==> src/rtl/mult_seq_ctrl.sv <==
// Sequencer for the signed shift-add multiplier datapath, WIDTH-bit operands.
// Define MULT_SEQ_SKIP_ZERO_EN to fold the shift into ADD when the multiplier bit is zero.
module mult_seq_ctrl #(
  parameter int unsigned WIDTH = 8
) (
  input  logic clk,
  input  logic reset_n,
  input  logic run,
  input  logic clear,
  input  logic M,
  output logic clr_ld,
  output logic add,
  output logic sub,
  output logic shift,
  output logic busy,
  output logic done
);

  localparam int unsigned CntW = (WIDTH > 1) ? $clog2(WIDTH) : 1;
  localparam logic [CntW-1:0] CntLast = CntW'(WIDTH - 1);

  typedef enum logic [2:0] {
    StIdle,
    StLoad,
    StAdd,
    StShift,
    StHold
  } state_e;

  state_e          state_q, state_d;
  logic [CntW-1:0] cnt_q, cnt_d;
  logic            last_bit;

  // The final bit is the two's-complement sign bit and is subtracted, not added.
  assign last_bit = (cnt_q == CntLast);

  always_ff @(posedge clk or negedge reset_n) begin
    if (!reset_n) begin
      state_q <= StIdle;
      cnt_q   <= '0;
    end else begin
      state_q <= state_d;
      cnt_q   <= cnt_d;
    end
  end

  always_comb begin
    state_d = state_q;
    cnt_d   = cnt_q;
    clr_ld  = 1'b0;
    add     = 1'b0;
    sub     = 1'b0;
    shift   = 1'b0;
    busy    = 1'b0;
    done    = 1'b0;
    unique case (state_q)
      StIdle: begin
        clr_ld = clear;
        if (run) state_d = StLoad;
      end
      StLoad: begin
        clr_ld  = 1'b1;
        busy    = 1'b1;
        cnt_d   = '0;
        state_d = StAdd;
      end
      StAdd: begin
        busy = 1'b1;
        if (M) begin
          add     = !last_bit;
          sub     = last_bit;
          state_d = StShift;
        end else begin
`ifdef MULT_SEQ_SKIP_ZERO_EN
          shift = 1'b1;
          if (last_bit) state_d = StHold;
          else          cnt_d   = cnt_q + CntW'(1);
`else
          state_d = StShift;
`endif
        end
      end
      StShift: begin
        busy  = 1'b1;
        shift = 1'b1;
        if (last_bit) begin
          state_d = StHold;
        end else begin
          cnt_d   = cnt_q + CntW'(1);
          state_d = StAdd;
        end
      end
      StHold: begin
        done   = 1'b1;
        clr_ld = clear;
        // Run must drop before a new operation can start.
        if (!run) state_d = StIdle;
      end
      default: state_d = StIdle;
    endcase
  end

endmodule

==> config.mk <==
export PLATFORM = sky130hd
export DESIGN_NAME = mult_seq_ctrl
export DESIGN_NICKNAME = d
export VERILOG_FILES = /design/src/rtl/mult_seq_ctrl.sv
export SDC_FILE = /design/constraint.sdc
export NUM_CORES = 1
export LEC_CHECK = 0
export ABC_AREA = 1
export ABC_CLOCK_PERIOD_IN_PS = 1200
export CORE_AREA = 2 2 39 41
export CTS_CLUSTER_DIAMETER = 200
export DETAILED_ROUTE_END_ITERATION = 7
export DIE_AREA = 0 0 41 43
export PLACE_DENSITY = 0.6
export SLEW_MARGIN = 20
export SYNTH_ARGS = -nofsm -noshare
export SYNTH_HDL_FRONTEND = slang
export SYNTH_SLANG_ARGS = --single-unit
==> constraint.sdc <==
create_clock -name clk -period 1.2 [get_ports clk]
set_input_delay 0.12 -clock clk [delete_from_list [all_inputs] [get_ports clk]]
set_output_delay 0.12 -clock clk [all_outputs]
set_load 0.01 [all_outputs]
== After elaboration in Yosys (flattened, before gate mapping) ==
Index checks and enable logic that the tools add are counted.
W data, S select, Z words.
Storage, ports and cells
  bits in registers: 6
Cells by class
  $add $sub $neg: 1
  equal/unequal tests: 8
  multiplexer cells: 14
  reduce and logical (&&, ||, !) cells: 7
Operators by type and width (number)
  $pmux W3 S5: 1
  $mux W3: 4
  $mux W1: 7
  $eq A3 B2 Y1 const B: 2
  $eq A3 B3 Y1 const B: 2
  $ne A2 B2 Y1 const B: 3
  $pmux W3 S2: 1
  $reduce_and A2 Y1: 2
  $add A3 B1 Y3 const B: 1
  $eq A3 B1 Y1 const B: 1
  $logic_not A3 Y1: 1
  $reduce_or A3 Y1: 1
  $pmux W1 S2: 1
  $reduce_bool A2 Y1: 1
  $reduce_or A2 Y1: 1
  $logic_not A1 Y1: 1

== Depth between registers and ports, before layout ==
Gate-level depths: netlist (run 1).
  depth after elaboration: 4
  depth in mapped cells: 6

== Least setup slack after synthesis (run 1) ==
No wires, ideal clock.
  kind: reg-to-output
  start point: register cnt_q[0]
  end point: output port add
  arrival time: 1.070 ns
  data required time: 1.080 ns
  path slack: 0.010 ns
  cell stages (with the launch flop): 4
  path through: dfrtp_1 -> ha_1 -> ha_1 -> nor3_1
Between the ends
  cells in the longest elaborated chain, start to end: 4
RTL lines
  from (decl): line 31  | logic [CntW-1:0] cnt_q, cnt_d;
  from (signal assigned): line 43  | cnt_q <= cnt_d;
  $eq A3 B3 Y1: line 35  | assign last_bit = (cnt_q == CntLast);
  $logic_not A1 Y1: line 70  | add = !last_bit;
  $mux W1: line 69  | if (M) begin
  $mux W1: line 56  | unique case (state_q)
  to (decl): line 12  | output logic add,
Every way passes these cells.

== Final worst setup path (run 1) ==
Ends and elaborated chain as after synthesis.

==> impl_metrics.env, run 1 <==
export IMPL_drt_initial_drc_count=2
export IMPL_routed_via_density=4.21
export IMPL_synth_edf_count=0
export IMPL_fin_crit_ns=1.39
export IMPL_cp_end_kind="output pin"
export IMPL_seq_area_um2=150
export IMPL_cp_arrival_ns=1.27
export IMPL_grt_max_degree=7
export IMPL_insertion_delay_ns=0.23
export IMPL_grt_pass1_vias=352
export IMPL_cts_tree="yes"
export IMPL_worstPathRequired_ns=1.08
export IMPL_tightest_slew_ns=0.276
export IMPL_antenna_found_initial=0
export IMPL_r2r_start="cnt_q[0]"
export IMPL_hp_class="in -> async"
export IMPL_maxCapViolCount=0
export IMPL_syn_area_um2=332
export IMPL_chipWidth_um=41
export IMPL_io_pin_count=11
export IMPL_p_per_area_mw_per_mm2=2120
export IMPL_dr_pass1_iters=2
export IMPL_drv_slew=0
export IMPL_syn_nets=48
export IMPL_ys_top_cells_by_area="dfrtp_1, nand2_1, ha_1, inv_1, nand3_1"
export IMPL_cts_buffers=3
export IMPL_crit_fanout=3
export IMPL_final_nets=85
export IMPL_cp_start_kind="register"
export IMPL_netlist_instances=41
export IMPL_path_clk_slew_ns=0.04
export IMPL_path_class="reg -> out"
export IMPL_syn_to_final_growth_pct=110
export IMPL_avgSynthCellArea_um2=8.09
export IMPL_fill_cells=124
export IMPL_clock_fmax_ghz=0.722
export IMPL_drive_gt1_share_pct=61.8
export IMPL_rsz0062_at_grt="yes"
export IMPL_async_flop_share_pct=100
export IMPL_dieArea_mm2=0.00176
export IMPL_synth_seq_cells=6
export IMPL_vdd_drop_max_v=0.000946
export IMPL_fp_coreArea_mm2=0.00138
export IMPL_setup_tns_ns=-0.677
export IMPL_reg2reg_depth=7
export IMPL_skew_ns=0.000705
export IMPL_start_util_pct=24.0
export IMPL_place_gp_congestion=0.741
export IMPL_status="complete, but fails checks"
export IMPL_dr_total_vias=387
export IMPL_portBuffers=10
export IMPL_pre_cts_slack_ns=-0.429
export IMPL_multi_input_area_um2=211
export IMPL_final_period_utilization_pct=115
export IMPL_synth_cell_type_count=12
export IMPL_hold_viol_final=0
export IMPL_cp_startpoint="cnt_q[0]"
export IMPL_wl_um=936
export IMPL_violations="setup timing"
export IMPL_ctsHoldBuffers=0
export IMPL_std_cell_rows=14
export IMPL_synth_top_cell_by_area="dfrtp_1"
export IMPL_r2r_setup_slack_ns=-0.04
export IMPL_maxSlewHeadroom_pct=81.5
export IMPL_synth_top_area_share_pct=45.3
export IMPL_grt_pass1_wl_um=1320
export IMPL_finalPower_uw=1480
export IMPL_hold_ws_ns=0.127
export IMPL_yosysWarnings=0
export IMPL_post_synth_top_count_cell="nand2_1"
export IMPL_fin_ws_ns=-0.185
export IMPL_clockBufferDepth=2
export IMPL_p_leak_uw=0.000375
export IMPL_antenna_cells=0
export IMPL_ant_nets=0
export IMPL_wl_per_cell_um=10.2
export IMPL_overflow=0
export IMPL_htreeDepth=1
export IMPL_root_buffer="clkbuf_4"
export IMPL_reg2reg_to="cnt_q[1]"
export IMPL_synth_main_ff_cell="dfrtp_1"
export IMPL_setup_violations=8
export IMPL_ys_seq_area_share_pct=45.3
export IMPL_drc=0
export IMPL_synth_top_cells_by_count="nand2_1, dfrtp_1, inv_1"
export IMPL_cts_sinks=6
export IMPL_die_height_um=43
export IMPL_grt_total_usage_pct=12.0
==> kinds of logic (layout without fill, tap and decap cells) <==
family                   Yosys count  in the layout  synth area share, %
buffers and inverters              6             41                 6.79
flip-flops                         6              6                 45.3
adder cells (fa/ha/maj)            2              2                 7.55
AND/OR/NAND/NOR                   25             25                 34.7
AO/OA/AOI/OAI                      2              2                 5.66
==> through the flow <==
stage	util (%)	instances	instance area, µm²
after floorplan	-	41	332
after global placement	38.1	77	527
after detailed placement	38.1	77	527
after CTS	44.1	86	611
after global routing	50.4	92	697
final	50.4	92	697
==> cells in the final DEF, fill, tap and decap left out, drive strengths merged <==
cell	synthesis	final
nor3	2	2
o211a	1	1
nand3	4	4
clkdlybuf4s50	0	4
inv	6	6
buf	0	28
nand3b	1	1
dfrtp	6	6
clkbuf	0	3
ha	2	2
o21ai	1	1
nand2	14	14
nor2	4	4
==> area by class of cell <==
type                       instances  share of cell area (%)
timing repair buffer              32                    38.8
sequential                         6                    21.5
multi-input combinational         29                    30.3
tap                               16                    2.87
inverter                           6                    3.23
clock buffer                       3                    3.23
==> registers in the layout, summed over array words and instances, names as in the netlist <==
register and count:
cnt_q 3, state_q 3
==> metal layers <==
| layer | GRT usage [%] | up-vias | wire [µm] | share of wire [%] |
|---|---|---|---|---|
| met4 | 10.0 | 0 | 15 | 1.6 |
| li1 | - | 201 | - | - |
| met1 | 12.3 | 179 | 343 | 37 |
| met3 | 4.71 | 2 | 31 | 3.3 |
| met2 | 17.8 | 5 | 545 | 58 |
| met5 | 0 | - | 0 | 0 |
==> timing repair <==
action	CTS	global route
pin swaps	7	9
hold endpoints to repair	0	0
setup endpoints to repair	10	11
cloned	0	0
resized for setup	35	12
buffers inserted	6	7
==> worst max-delay path by stage <==
stage,endpoint,slack (ns)
final,add,-0.19
after global routing,add,-0.25
after CTS,add,-0.20
after detailed placement,add,-0.43
after global placement,add,-0.41
after floorplan,add,0.01
==> power by group <==
group	switching [µW]	internal [µW]
Sequential	73.0	280
Clock	61.1	112
Combinational	393	558
==> critical path, stage by stage (launching register included) <==
cell	delay, ns
dfrtp_1	0.38
ha_2	0.20
ha_4	0.17
nor3_2	0.14
buf_2	0.15
No activity file was read; power rests on OpenSTA's default activity.
==> run 2: changes to the inputs <==
Settings changed: ABC_CLOCK_PERIOD_IN_PS 1200 to 1130, DONT_BUFFER_PORTS set to 1, HOLD_SLACK_MARGIN set to 0.05, PLACE_DENSITY 0.6 to 0.49.
Clock period 1.2 ns to 1.13 ns, I/O delays scaled along.
==> impl_metrics.env, run 2 (same netlist as run 1, synthesis figures left out) <==
export IMPL_dp_cells=60
export IMPL_seq_power_share_pct=33.7
export IMPL_crit_fanout=5
export IMPL_drc=0
export IMPL_antenna_cells=0
export IMPL_ant_nets=0
export IMPL_final_common_cell="nand2_1"
export IMPL_finalNonFillerCells=67
export IMPL_p_leak_uw=0.000241
export IMPL_tightest_slew_ns=0.266
export IMPL_comb_power_share_pct=50.2
export IMPL_drt_initial_drc_count=0
export IMPL_drv_slew=0
export IMPL_start_util_pct=24.0
export IMPL_chipWidth_um=41
export IMPL_cts_sinks=6
export IMPL_fin_util_pct=34.5
export IMPL_violations="setup timing"
export IMPL_largestRegisters="cnt_q x3, state_q x3"
export IMPL_grt_pass1_vias=265
export IMPL_r2r_setup_slack_ns=-0.07
export IMPL_p_int_uw=666
export IMPL_wl_per_cell_um=11.2
export IMPL_dieArea_mm2=0.00176
export IMPL_std_cell_rows=14
export IMPL_clock_fmax_ghz=0.726
export IMPL_htreeDepth=1
export IMPL_dp_hpwl_um=502
export IMPL_syn_to_final_growth_pct=44.2
export IMPL_dr_total_vias=297
export IMPL_grt_pass1_wl_um=1080
export IMPL_worstPathRequired_ns=1.02
export IMPL_cts_tree="yes"
export IMPL_grt_max_degree=7
export IMPL_portBuffers=0
export IMPL_wl_um=750
export IMPL_place_gp_congestion=0.588
export IMPL_clockBufferDepth=2
export IMPL_setup_violations=7
export IMPL_setup_tns_ns=-0.729
export IMPL_final_period_utilization_pct=122
export IMPL_antenna_found_initial=0
export IMPL_overflow=0
export IMPL_clockPowerShare_pct=16.2
export IMPL_maxCapViolCount=0
export IMPL_path_clk_slew_ns=0.04
export IMPL_hold_viol_final=0
export IMPL_routed_via_density=4.43
export IMPL_die_height_um=43
export IMPL_status="complete, but fails checks"
export IMPL_switching_share_pct=42.2
export IMPL_insertion_delay_ns=0.24
export IMPL_cp_arrival_ns=1.26
export IMPL_path_class="reg -> out"
export IMPL_dr_pass1_iters=1
export IMPL_final_nets=60
export IMPL_fp_coreArea_mm2=0.00138
export IMPL_p_sw_uw=485
export IMPL_cp_start_kind="register"
export IMPL_skew_ns=0.00414
export IMPL_io_pin_count=11
export IMPL_vdd_drop_max_v=0.000715
export IMPL_cts_buffers=3
export IMPL_grt_total_usage_pct=9.83
export IMPL_maxSlewHeadroom_pct=82.2
export IMPL_rsz0062_at_grt="yes"
export IMPL_drive_gt1_share_pct=41.2
export IMPL_final_cell_mix="nand2_1, dfrtp_1, buf_4"
export IMPL_root_buffer="clkbuf_4"
export IMPL_fill_cells=155
export IMPL_fin_crit_ns=1.38
export IMPL_hp_class="in -> async"
export IMPL_fin_ws_ns=-0.247
export IMPL_cp_end_kind="output pin"
export IMPL_p_per_area_mw_per_mm2=2410
run 2: cell types whose count changed in the layout (fill, tap and decap cells not counted), sizes merged:
cell,before,now
buf,28,5
dlygate4sd3,0,2
clkdlybuf4s50,4,0
run 2: final cells by class:
cell class	instances	area, µm²	share of cell area, %
Clock buffer	3	22.5	4.71
Inverter	6	22.5	4.71
Multi-Input combinational cell	29	204	42.7
Sequential cell	6	151	31.7
Tap cell	16	20.0	4.19
Timing Repair Buffer	7	57.6	12.0
run 2: final timing paths:
path | startpoint | end | cells after the start
worst max-delay path | cnt_q[0] | sub | 4
worst min-delay path | reset_n | cnt_q[0] | 1
worst max register to register | cnt_q[0] | cnt_q[0] | 6
worst min register to register | cnt_q[1] | cnt_q[1] | 2
max in group asynchronous | reset_n | state_q[1] | 1
min in group clk | clear | clr_ld | 2
run 2: repair_timing:
item | 4_1_cts | 5_1_grt
resized for setup | 4 | 6
pin swaps | 3 | 1
hold buffers | 2 | 0
buffers inserted | 1 | 1
endpoints found under the hold margin | 8 | 0
endpoints found under the setup margin | 8 | 9
run 2: layer usage:
layer  wire length [µm]  track usage, %  vias up  share of wire [%]
met2                392            15.0        9                 52
met5                  0               0        -                  0
met1                294            9.27      136                 39
met3                 63            4.71        0                8.4
li1                   -               -      152                  -
met4                  0            8.00        0                  0
run 2: metrics by stage:
| stage | hold WS (ns) | total power (µW) | worst slack [ns] | area [µm²] |
|---|---|---|---|---|
| 5_1_grt | 0.193 | 1260 | -0.308 | 478 |
| 6_report | 0.183 | 1150 | -0.247 | 478 |
| 2_1_floorplan | -0.183 | 690 | -0.0389 | 339 |
| 3_5_place_dp | -0.183 | 805 | -0.0624 | 382 |
| 3_3_place_gp | -0.182 | 806 | -0.0622 | 382 |
| 4_1_cts | 0.188 | 1080 | -0.246 | 457 |
run 2: power by group through the flow:
stage	registers [µW]	clock network (µW)	logic [µW]
detailed placement	358	0	447
CTS	360	195	525
finish	388	186	578
global placement	358	0	448
floorplan	348	0	341
global route	393	215	649
run 2: worst max-delay path: stages, from the launching register on:
cell and delay, ns:
dfrtp_1 0.35, ha_2 0.20, ha_4 0.15, inv_2 0.07, nor3_2 0.26
